===== src/rtl/mu0_pkg.sv =====
// MU0 shared definitions: opcodes, alu16 modes and sequencer states.
package mu0_pkg;

  localparam logic [3:0] OP_LDA = 4'h0;
  localparam logic [3:0] OP_STO = 4'h1;
  localparam logic [3:0] OP_ADD = 4'h2;
  localparam logic [3:0] OP_SUB = 4'h3;
  localparam logic [3:0] OP_JMP = 4'h4;
  localparam logic [3:0] OP_JGE = 4'h5;
  localparam logic [3:0] OP_JNE = 4'h6;
  localparam logic [3:0] OP_STP = 4'h7;

  localparam logic [1:0] ALU_PASS = 2'b00;
  localparam logic [1:0] ALU_ADD  = 2'b01;
  localparam logic [1:0] ALU_INC  = 2'b10;
  localparam logic [1:0] ALU_SUB  = 2'b11;

  localparam logic [1:0] JC_ALW = 2'd0;
  localparam logic [1:0] JC_GE  = 2'd1;
  localparam logic [1:0] JC_NE  = 2'd2;

  typedef enum logic [2:0] {
    S_IDLE,
    S_FETCH,
    S_DECODE,
    S_EXEC_RD,
    S_EXEC_WR,
    S_HALT
  } state_e;

endpackage


===== src/rtl/mu0_decode.sv =====
// MU0 opcode decoder: one-hot instruction class plus jump condition.
module mu0_decode
  import mu0_pkg::*;
(
  input  logic [3:0] op_i,
  output logic       is_rd_o,
  output logic       is_wr_o,
  output logic       is_jmp_o,
  output logic [1:0] jmp_cond_o,
  output logic       is_stp_o,
  output logic       is_ill_o
);

  always_comb begin
    is_rd_o    = 1'b0;
    is_wr_o    = 1'b0;
    is_jmp_o   = 1'b0;
    jmp_cond_o = JC_ALW;
    is_stp_o   = 1'b0;
    is_ill_o   = 1'b0;
    case (op_i)
      OP_LDA,
      OP_ADD,
      OP_SUB: is_rd_o = 1'b1;
      OP_STO: is_wr_o = 1'b1;
      OP_JMP: is_jmp_o = 1'b1;
      OP_JGE: begin
        is_jmp_o   = 1'b1;
        jmp_cond_o = JC_GE;
      end
      OP_JNE: begin
        is_jmp_o   = 1'b1;
        jmp_cond_o = JC_NE;
      end
      OP_STP: is_stp_o = 1'b1;
      default: is_ill_o = 1'b1;
    endcase
  end

endmodule


===== src/rtl/mu0_sequencer.sv =====
// MU0 fetch/decode/execute controller; owns PC, IR, ACC and drives alu16.
module mu0_sequencer
  import mu0_pkg::*;
#(
  parameter int ADDR_W = 12,
  parameter int DATA_W = 16,
  parameter logic [ADDR_W-1:0] RESET_PC = '0
) (
  input  logic              clk,
  input  logic              rst_n,
  output logic [1:0]        alu_m,
  output logic [DATA_W-1:0] alu_x,
  output logic [DATA_W-1:0] alu_y,
  input  logic [DATA_W-1:0] alu_z,
  output logic              mem_req,
  output logic              mem_we,
  output logic [ADDR_W-1:0] mem_addr,
  output logic [DATA_W-1:0] mem_wdata,
  input  logic [DATA_W-1:0] mem_rdata,
  input  logic              mem_ack,
  output logic [DATA_W-1:0] acc_out,
  output logic [ADDR_W-1:0] pc_out,
  output logic              halted,
  output logic              illegal
);

  localparam int OP_W = DATA_W - ADDR_W;

  state_e            state_q, state_d;
  logic [ADDR_W-1:0] pc_q, pc_d;
  logic [DATA_W-1:0] ir_q, ir_d;
  logic [DATA_W-1:0] acc_q, acc_d;
  logic              ill_q, ill_d;

  logic [OP_W-1:0]   op;
  logic [ADDR_W-1:0] opnd;
  logic [DATA_W-1:0] pc_ext;
  logic              is_rd, is_wr, is_jmp, is_stp, is_ill;
  logic [1:0]        jmp_cond;
  logic              take;

  assign op     = ir_q[DATA_W-1:ADDR_W];
  assign opnd   = ir_q[ADDR_W-1:0];
  assign pc_ext = {{OP_W{1'b0}}, pc_q};

  mu0_decode u_dec (
    .op_i       (op),
    .is_rd_o    (is_rd),
    .is_wr_o    (is_wr),
    .is_jmp_o   (is_jmp),
    .jmp_cond_o (jmp_cond),
    .is_stp_o   (is_stp),
    .is_ill_o   (is_ill)
  );

  always_comb begin
    take = 1'b1;
    case (jmp_cond)
      JC_GE:   take = ~acc_q[DATA_W-1];
      JC_NE:   take = |acc_q;
      default: take = 1'b1;
    endcase
  end

  always_ff @(posedge clk or negedge rst_n) begin
    if (!rst_n) begin
      state_q <= S_IDLE;
      pc_q    <= RESET_PC;
      ir_q    <= '0;
      acc_q   <= '0;
      ill_q   <= 1'b0;
    end else begin
      state_q <= state_d;
      pc_q    <= pc_d;
      ir_q    <= ir_d;
      acc_q   <= acc_d;
      ill_q   <= ill_d;
    end
  end

  // Registers only move on the ack edge, so wait states are free.
  always_comb begin
    state_d = state_q;
    pc_d    = pc_q;
    ir_d    = ir_q;
    acc_d   = acc_q;
    ill_d   = ill_q;
    case (state_q)
      S_IDLE: state_d = S_FETCH;
      S_FETCH: begin
        if (mem_ack) begin
          ir_d    = mem_rdata;
          pc_d    = alu_z[ADDR_W-1:0];
          state_d = S_DECODE;
        end
      end
      S_DECODE: begin
        unique case (1'b1)
          is_rd:  state_d = S_EXEC_RD;
          is_wr:  state_d = S_EXEC_WR;
          is_jmp: begin
            if (take) pc_d = opnd;
            state_d = S_FETCH;
          end
          is_stp: state_d = S_HALT;
          is_ill: begin
            ill_d   = 1'b1;
            state_d = S_HALT;
          end
          default: state_d = S_HALT;
        endcase
      end
      S_EXEC_RD: begin
        if (mem_ack) begin
          acc_d   = alu_z;
          state_d = S_FETCH;
        end
      end
      S_EXEC_WR: begin
        if (mem_ack) state_d = S_FETCH;
      end
      S_HALT:  state_d = S_HALT;
      default: state_d = S_IDLE;
    endcase
  end

  always_comb begin
    mem_req  = 1'b0;
    mem_we   = 1'b0;
    mem_addr = pc_q;
    alu_m    = ALU_PASS;
    alu_x    = pc_ext;
    alu_y    = '0;
    halted   = 1'b0;
    case (state_q)
      S_FETCH: begin
        mem_req = 1'b1;
        alu_m   = ALU_INC;
      end
      S_EXEC_RD: begin
        mem_req  = 1'b1;
        mem_addr = opnd;
        alu_x    = acc_q;
        alu_y    = mem_rdata;
        if (op == OP_ADD)      alu_m = ALU_ADD;
        else if (op == OP_SUB) alu_m = ALU_SUB;
        else                   alu_m = ALU_PASS;
      end
      S_EXEC_WR: begin
        mem_req  = 1'b1;
        mem_we   = 1'b1;
        mem_addr = opnd;
      end
      S_HALT:  halted = 1'b1;
      default: ;
    endcase
  end

  assign mem_wdata = acc_q;
  assign acc_out   = acc_q;
  assign pc_out    = pc_q;
  assign illegal   = ill_q;

endmodule


===== config.mk =====
export PLATFORM = sky130hd
export DESIGN_NAME = mu0_sequencer
export DESIGN_NICKNAME = d
export VERILOG_FILES = /design/src/rtl/mu0_pkg.sv /design/src/rtl/mu0_decode.sv /design/src/rtl/mu0_sequencer.sv
export SDC_FILE = /design/constraint.sdc
export NUM_CORES = 1
export LEC_CHECK = 0
export CAP_MARGIN = 5
export CORE_AREA = 2 2 85 87
export DETAILED_ROUTE_END_ITERATION = 6
export DIE_AREA = 0 0 87 89
export GPL_TIMING_DRIVEN = 0
export HOLD_SLACK_MARGIN = 0.02
export PLACE_DENSITY = 0.79
export SLEW_MARGIN = 20
export SYNTH_ARGS = -nofsm -noshare
export SYNTH_HDL_FRONTEND = slang
export SYNTH_SLANG_ARGS = --single-unit

===== constraint.sdc =====
create_clock -name clk -period 2.85 [get_ports clk]
set_input_delay 0.7125 -clock clk [delete_from_list [all_inputs] [get_ports clk]]
set_output_delay 0.7125 -clock clk [all_outputs]
set_load 0.005 [all_outputs]

# == After elaboration in Yosys (flattened, before gate mapping) ==
# Index checks and enable logic that the tools add are counted.
# W data, S select, Z words.
# totals
reg_bits,48
inputBits,35
output_inout_bits,94
wordCells,61
# classes
n_eq_ne,18
mux,22
n_bitwise,2
n_reduce_logical,14
# op_table
op,n
$mux W12,4
$mux W16,2
$pmux W12 S2,1
$eq A4 B3 Y1 const B,4
$reduce_or A16 Y1,1
$pmux W3 S5,1
$pmux W3 S3,1
$reduce_or A3 Y1,3
$eq A4 B2 Y1 const B,2
$pmux W2 S2,2
$reduce_and A2 Y1,4
$reduce_or A8 Y1,1
$eq A3 B2 Y1 const B,2
$eq A3 B3 Y1 const B,2
$mux W1,6
$mux W3,2
$ne A2 B2 Y1 const B,3
$eq A4 B1 Y1 const B,1
$logic_not A4 Y1,1
$mux W2,2
$reduce_and A4 Y1,1
$eq A3 B1 Y1 const B,1
$logic_not A3 Y1,1
$eq A2 B1 Y1 const B,1
6 further kinds,7

# == Longest topological paths before layout ==
# Gate-level depths: netlist of the first run.
# depth
depth_word,7
mapped_depth,9
mapped_depth_nobuf,8

# == Cells and area by module ==
# A second synthesis of the first run with hierarchy kept.
# hier_totals
hier_cells,224
area_unflattened_um2,2803.9
# by_module_without_submodules
mod,instances,cells_each,area_per_inst_um2,seq_area_each_um2
mu0_sequencer,1,214,2733.9,1201.2
mu0_decode,1,10,70.1,0.0

# == Worst setup path before layout of the first run ==
# No wires, ideal clock.
# synth_timing
path_kind,flip-flop to output port
from,register state_q[0]
to,output mem_addr[10]
t_arrival_ns,1.491
required_ns,2.138
slack_ns,0.647
path_stages_with_launch,7
path_buffers,2
cell_sequence,dfrtp_1 buf_4 nand2b_1 nor2_4 nor2_1 buf_2 mux2_2
# synth_between
elab_chain_len,3
# synth_lines
element,line,text
start: declaration,mu0_sequencer.sv:29,"state_e state_q, state_d;"
start signal: assignment,mu0_sequencer.sv:73,state_q <= state_d;
$eq A3 B3 Y1 / $eq A3 B2 Y1 (equally long branches),mu0_sequencer.sv:135,case (state_q)
$reduce_or A2 Y1 (no source line) *,n/a,
$mux W12 *,mu0_sequencer.sv:135,
end: declaration,mu0_sequencer.sv:17,"output logic [ADDR_W-1:0] mem_addr,"
# Every way passes the cells marked *; elsewhere a longest branch is shown, timed or not.

# == Worst setup path after layout of the first run ==
# layout_timing
from,register state_q[2]
to,output alu_x[9]
# layout_between
elab_chain_len,2
# layout_lines
element,line,text
$eq A3 B2 Y1,mu0_sequencer.sv:135,
$mux W16,mu0_sequencer.sv:135,
end: declaration,mu0_sequencer.sv:12,"output logic [DATA_W-1:0] alu_x,"
# No other way between the ends.

==> run_results.csv, run 1 <==
group,metric,value,unit
pwr,p_sw_share,32.5,%
layout,layout_common_cells,"112 x clkdlybuf4s50_1, 70 x mux2_2, 47 x dfrtp_1",
pwr,power,5.42,mW
timing,worst_clock_skew,0.00672,ns
route,routed-via-count,2323,
placement,pre_cts_ws,-0.155,ns
yosys,synth_top_area_share,43.3,%
layout,fin_util,66.9,%
setup_path,cp_max_fo,5,
yosys,synth_warnings,0,
pwr,seqPwrFrac,26.3,%
timing,drv_slew,0,
clocking,cts_hold_buf,0,
pwr,pwr-share-clk,8.8,%
grt,grt_pass1_vias,2484,
timing,fin_hold_ws,0.333,ns
timing,rsz0062_at_grt,"true",
die,core_region_area,6720,µm²
layout,area_growth,61.9,%
die,io_pins,129,
layout,layout-drive-gt1-share,38.0,%
clocking,clock_sinks,48,
die,die_y,89,µm
route,post_drt_via_cell_ratio,5.06,
yosys,synth_fp_nets,262,
pwr,p_per_area,1210,nW/µm²
pwr,power.switching,1.76,mW
timing,min_period_over_period,99.1,%
setup_path,end_kind,"primary output",
setup_path,cpPeakStageDelay,0.44,ns
clocking,cts_tree,"built",
route,wl,8230,µm
yosys,ys_ff_latch,48,
pwr,comb_power_share,64.9,%
clocking,insertion_delay,0.31,ns
setup_path,cp_slowest_cell,"clkdlybuf4s50_1",
yosys,synth_area_leaders,"dfrtp_1 43%, mux2_2 28%, mux2_4 5.4%",
min_path,hold_path_class,"in2async",
die,rows,30,
yosys,netlist_instances,225,
setup_path,crit_family,"buffers and inverters",
grt,grt_overflow_total,0,
yosys,synth_top_cell_by_area,"dfrtp_1",
run_status,status,"finished clean",
die,initial_core_util,41.3,%
yosys,synth_seq_area_share,43.3,%
layout,final_common_cell,"clkdlybuf4s50_1",
pwr,power.leakage,1.96,nW
placement,hpwl,5870,µm
timing,worstMarginPinSlew,0.475,ns
pwr,peakVddDrop,0.581,mV
route,first_pass_iters,4,
setup_path,worstSetupPathType,"reg2out",
grt,antenna_found_initial,0,
die,dieArea,7740,µm²
timing,setup-tns-final,0,ns
route,first_iter_violations,68,
layout,ff_latch_area,1200,µm²
yosys,synth_cell_types,33,
placement,gp_congestion,0.855,
yosys,syn_area_per_cell,12.3,µm²
die,die_w,87,µm
timing,fmax,354,MHz
layout,final_nets,417,
clocking,cts-htree-levels,2,
setup_path,crit_arrival,2.11,ns
clocking,numCtsBuffers,5,
setup_path,crit_chain,"nand2b_4 -> nor2_4 -> bufbuf_16 -> mux2_2 -> clkdlybuf4s50_1",
route,drc_errors,0,
placement,numPortBuffers,128,
clocking,cts_root_buffer,"clkbuf_8",
clocking,clkSlewWorstSetupHoldPaths,0.09,ns
setup_path,required,2.14,ns
grt,grt_pass1_wl,12800,µm
yosys,synth_area,2780,µm²
timing,hold_violations,0,
layout,num_antenna_cells,0,
timing,period_minus_slack,2.82,ns
setup_path,critPathBufInv,2,
timing,final-setup-viol-count,0,
layout,fillers,524,
timing,maxSlewHeadroom,68.2,%
grt,grt_max_degree,33,
pwr,p_int,3.66,mW
timing,setup_ws,0.0268,ns
grt,gr-usage-all-layers,21.7,%
route,routedWlPerCell,17.9,µm
route,drtAntennaViolNets,0,
clocking,clock_path_buffers,2,
setup_path,start_kind,"flop",
layout,multi_input_area,1410,µm²
job,cap_violations,0,
[final timing paths]
kind	start	to	slack [ns]	cells past startpoint
worst max-delay path	state_q[2]$_DFFE_PN0P_	alu_x[9]	0.03	5
worst min-delay path	rst_n	ir_q[10]$_DFFE_PN0P_	0.33	1
worst max register to register	ir_q[14]$_DFFE_PN0P_	pc_out[4]$_DFFE_PN0P_	0.58	9
worst min register to register	illegal$_DFFE_PN0P_	illegal$_DFFE_PN0P_	0.50	1
max in group asynchronous	rst_n	state_q[2]$_DFFE_PN0P_	1.98	2
min in group clk	illegal$_DFFE_PN0P_	illegal$_DFFE_PN0P_	0.50	1
[power groups by stage]
stage | registers, mW | clock network, mW | logic [mW]
finish | 1.42 | 0.477 | 3.52
global route | 1.49 | 0.509 | 3.75
CTS | 1.42 | 0.485 | 3.51
detailed placement | 1.44 | 0 | 3.28
global placement | 1.42 | 0 | 3.23
floorplan | 1.34 | 0 | 1.56
[metrics by stage]
| stage | instance area [µm²] | cells |
|---|---|---|
| floorplan | 2780 | 225 |
| global placement | 4160 | 433 |
| detailed placement | 4170 | 434 |
| CTS | 4460 | 457 |
| global route | 4490 | 459 |
| finish | 4490 | 459 |
[final cells by class]
| class | instances | share of cell area, % |
|---|---|---|
| well taps | 80 | 2.23 |
| repair buffers | 148 | 32.7 |
| multi-input cells | 147 | 31.3 |
| plain buffers | 26 | 4.54 |
| clock buffers | 5 | 1.53 |
| inverters | 4 | 0.334 |
| flip-flops and latches | 48 | 26.8 |
| clock inverters | 1 | 0.668 |
[routing by layer]
layer | vias up | part of all wire [%] | global-route usage (%)
met1 | 1123 | 41 | 26.2
li1 | 1088 | - | -
met3 | 21 | 6.0 | 5.26
met4 | 0 | 2.7 | 9.23
met2 | 91 | 50 | 37.1
met5 | - | 0 | 0
[what timing repair did]
| item | 4_1_cts | 5_1_grt |
|---|---|---|
| pin swaps | 2 | 1 |
| cloned | 2 | 0 |
| setup endpoints to repair | 42 | 37 |
| resized for setup | 28 | 8 |
| buffers inserted | 15 | 2 |
[Yosys cell counts]
| cell | count |
|---|---|
| a21o_1 | 3 |
| a21oi_1 | 3 |
| a221oi_2 | 1 |
| a22oi_1 | 1 |
| a311oi_1 | 1 |
| and2_1 | 21 |
| and2b_2 | 1 |
| and3_1 | 2 |
| buf_2 | 6 |
| buf_4 | 17 |
| buf_6 | 1 |
| clkbuf_1 | 2 |
| dfrtp_1 | 48 |
| ha_1 | 2 |
| inv_1 | 4 |
| mux2_2 | 70 |
| mux2_4 | 10 |
| nand2_1 | 3 |
| nand2_2 | 2 |
| nand2b_1 | 1 |
| nand3_1 | 1 |
| nand3b_1 | 2 |
| nor2_1 | 6 |
| nor2_4 | 1 |
| nor2b_1 | 4 |
| nor2b_4 | 1 |
| nor3_2 | 1 |
| nor4_1 | 4 |
| o2111ai_1 | 1 |
| o21a_1 | 1 |
| o21ai_0 | 2 |
| o21ai_1 | 1 |
| xnor2_1 | 1 |
[worst reg2reg max path: stages (launching register included)]
cell and delay, ns:
dfrtp_1 0.40, nor2b_1 0.23, nand3b_1 0.15, ha_1 0.20, nor2b_1 0.13, o21ai_1 0.21
o2111ai_1 0.16, nand2_2 0.14, buf_6 0.20, mux2_4 0.33
[sequential cells by signal (all words and copies together), names as in the netlist]
name and cells:
ir_q 16, pc_out 12, illegal 1, acc_out 16
state_q 3
[logic make-up (layout without fill, tap and decap cells)]
logic type                 Yosys count  in the layout  share of synthesized area (%)
AOI/OAI and AO/OA                   14             14                           3.61
xor gates and xnor gates             1              1                          0.316
adders and majority gates            2              2                          0.902
buffers and inverters               30            184                           6.90
DFF                                 48             48                           43.3
muxes                               80             80                           33.8
and+or+nand+nor                     50             50                           11.2
Power figures use the tool's default switching activity.
==> run 2, diff against run 1 <==
--- a/config.mk
+++ b/config.mk
@@ -6,12 +6,12 @@
 export NUM_CORES = 1
 export LEC_CHECK = 0
 export CAP_MARGIN = 5
-export CORE_AREA = 2 2 85 87
+export CORE_AREA = 2 2 89 91
 export DETAILED_ROUTE_END_ITERATION = 6
-export DIE_AREA = 0 0 87 89
+export DIE_AREA = 0 0 91 93
 export GPL_TIMING_DRIVEN = 0
 export HOLD_SLACK_MARGIN = 0.02
-export PLACE_DENSITY = 0.79
+export PLACE_DENSITY_LB_ADDON = 0.25
 export SLEW_MARGIN = 20
 export SYNTH_ARGS = -nofsm -noshare
 export SYNTH_HDL_FRONTEND = slang
==> constraint.sdc (replaced) <==
create_clock -name clk -period 2.3 [get_ports clk]
set_input_delay 0.23 -clock clk [delete_from_list [all_inputs] [get_ports clk]]
set_output_delay 0.23 -clock clk [all_outputs]
set_load 0.005 [all_outputs]
==> run 2 against run 1 <==
Against the previous run:
- register-to-register slack worse by 0.52 ns
- combinational power up 24%
- global-route usage down 1.8 points
- critical endpoint is now mem_addr[8]
==> run_results.csv, run 2 (synthesis gave the netlist of run 1 again) <==
group,metric,value,unit
run_status,status,"finished clean",
setup_path,critPathBufInv,4,
clocking,clock_sinks,48,
pwr,peakVddDrop,0.595,mV
layout,final_common_cell,"clkdlybuf4s50_1",
timing,final-setup-viol-count,0,
route,first_iter_violations,49,
setup_path,cp_max_fo,5,
setup_path,regToRegStartpoint,"state_q[2]$_DFFE_PN0P_",
clocking,insertion_delay,0.30,ns
grt,grt_pass1_wl,13000,µm
clocking,numCtsBuffers,5,
pwr,power,6.67,mW
die,rows,32,
setup_path,worstSetupPathType,"reg2out",
layout,final_nets,420,
clocking,clock_path_buffers,2,
placement,numPortBuffers,128,
placement,dp.cells,456,
layout,area_growth,66.4,%
setup_path,required,2.07,ns
layout,layout_common_cells,"86 x clkdlybuf4s50_1, 70 x mux2_2, 44 x dfrtp_1",
setup_path,crit_arrival,2.03,ns
route,routedWlPerCell,17.5,µm
setup_path,crit_family,"buffers and inverters",
placement,gp_congestion,0.768,
grt,grt_max_degree,28,
route,first_pass_iters,4,
die,dieArea,8460,µm²
setup_path,start_kind,"flop",
layout,num_antenna_cells,0,
route,wl,8480,µm
grt,grt_overflow_total,0,
setup_path,reg2regPathDepth,6,
route,routed-via-count,2375,
grt,grt_pass1_vias,2428,
layout,stdcell_count,486,
grt,antenna_found_initial,0,
job,cap_violations,0,
timing,worst_clock_skew,0.00665,ns
layout,layout-drive-gt1-share,40.1,%
timing,hold_violations,0,
die,initial_core_util,36.9,%
placement,dpl_cell_area,4200,µm²
die,io_pins,129,
timing,setup-tns-final,0,ns
setup_path,crit_chain,"buf_6 -> nand2b_4 -> nor2_4 -> buf_4 -> nor2_4 -> bufbuf_16 -> mux2_2 -> dlygate4sd2_1",
clocking,cts-htree-levels,2,
grt,gr-usage-all-layers,19.9,%
die,core_region_area,7530,µm²
clocking,clkSlewWorstSetupHoldPaths,0.09,ns
route,drc_errors,0,
timing,worstMarginPinSlew,0.535,ns
setup_path,regToRegSetupSlack,0.06,ns
timing,period_minus_slack,2.26,ns
route,post_drt_via_cell_ratio,4.89,
setup_path,cpPeakStageDelay,0.38,ns
route,drtAntennaViolNets,0,
die,die_y,93,µm
setup_path,end_kind,"primary output",
timing,fmax,443,MHz
layout,stdcell_area,4620,µm²
timing,drv_slew,0,
pwr,power.leakage,2.24,nW
setup_path,rr_endpoint,"pc_out[9]$_DFFE_PN0P_",
timing,min_period_over_period,98.2,%
pwr,p_per_area,1450,nW/µm²
clocking,cts_tree,"built",
placement,hpwl,5890,µm
die,die_w,91,µm
timing,rsz0062_at_grt,"true",
timing,maxSlewHeadroom,64.3,%
setup_path,cp_slowest_cell,"dfrtp_1",
min_path,hold_path_class,"in2async",
clocking,cts_root_buffer,"clkbuf_8",
setup_path,crit_top_cell,"nor2_4",
## run 2: cell types whose count changed in the layout (fill, tap and decap cells not counted), sizes merged
cell	change
bufinv	-1
buf	+1
dlygate4sd2	+13
dlygate4sd3	+1
dlymetal6s2s	+13
clkdlybuf4s50	-26
clkbuf	+4
## run 2: power by group
part / total (mW) / internal (mW) / switching [mW]
combinational: 4.38 / 2.94 / 1.44
sequential: 1.77 / 1.29 / 0.482
clock: 0.524 / 0.246 / 0.278
## run 2: metrics by stage
stage | util, % | hold WS (ns) | setup slack (ns)
finish | 61.3 | 0.441 | 0.0409
global route | 61.3 | 0.488 | -0.0313
CTS | 59.4 | 0.464 | 0.0000298
detailed placement | 55.8 | 0.233 | -0.207
global placement | 55.6 | 0.460 | -0.431
floorplan | - | -0.0656 | 0.290
## run 2: per-layer routing
metal,GRT usage (%),share of wire (%),up-vias
li1,-,-,1090
met1,25.5,42,1187
met4,4.42,1.3,0
met3,5.24,5.5,10
met5,0,0,-
met2,33.9,51,88
## run 2: area by class of cell
cell class	count	area, µm²
sequential	48	1210
inverter	4	17.5
tap	102	128
multi-input combinational	147	1420
clock buffer	8	90.1
timing repair buffer	151	1520
fill	677	2910
buffer	26	244
## run 2: how the worst max path moves through the flow
stage / depth (start not counted) / slack (ns) / startpoint / endpoint
floorplan: 9 / 0.29 / ir_q[14]$_DFFE_PN0P_ / pc_out[0]$_DFFE_PN0P_
global placement: 1 / -0.43 / rst_n / ir_q[6]$_DFFE_PN0P_
detailed placement: 7 / -0.21 / state_q[0]$_DFFE_PN0P_ / mem_addr[9]
CTS: 7 / 0.00003 / state_q[2]$_DFFE_PN0P_ / alu_y[1]
global route: 8 / -0.03 / state_q[0]$_DFFE_PN0P_ / mem_addr[2]
finish: 8 / 0.04 / state_q[0]$_DFFE_PN0P_ / mem_addr[8]
## run 2: what timing repair did
item,4_1_cts,5_1_grt
gates resized for setup,51,24
setup buffers,11,8
cloned,1,1
endpoints found under the hold margin,21,0
endpoints found under the setup margin,45,47
pin swaps,2,2
hold buffers,1,0
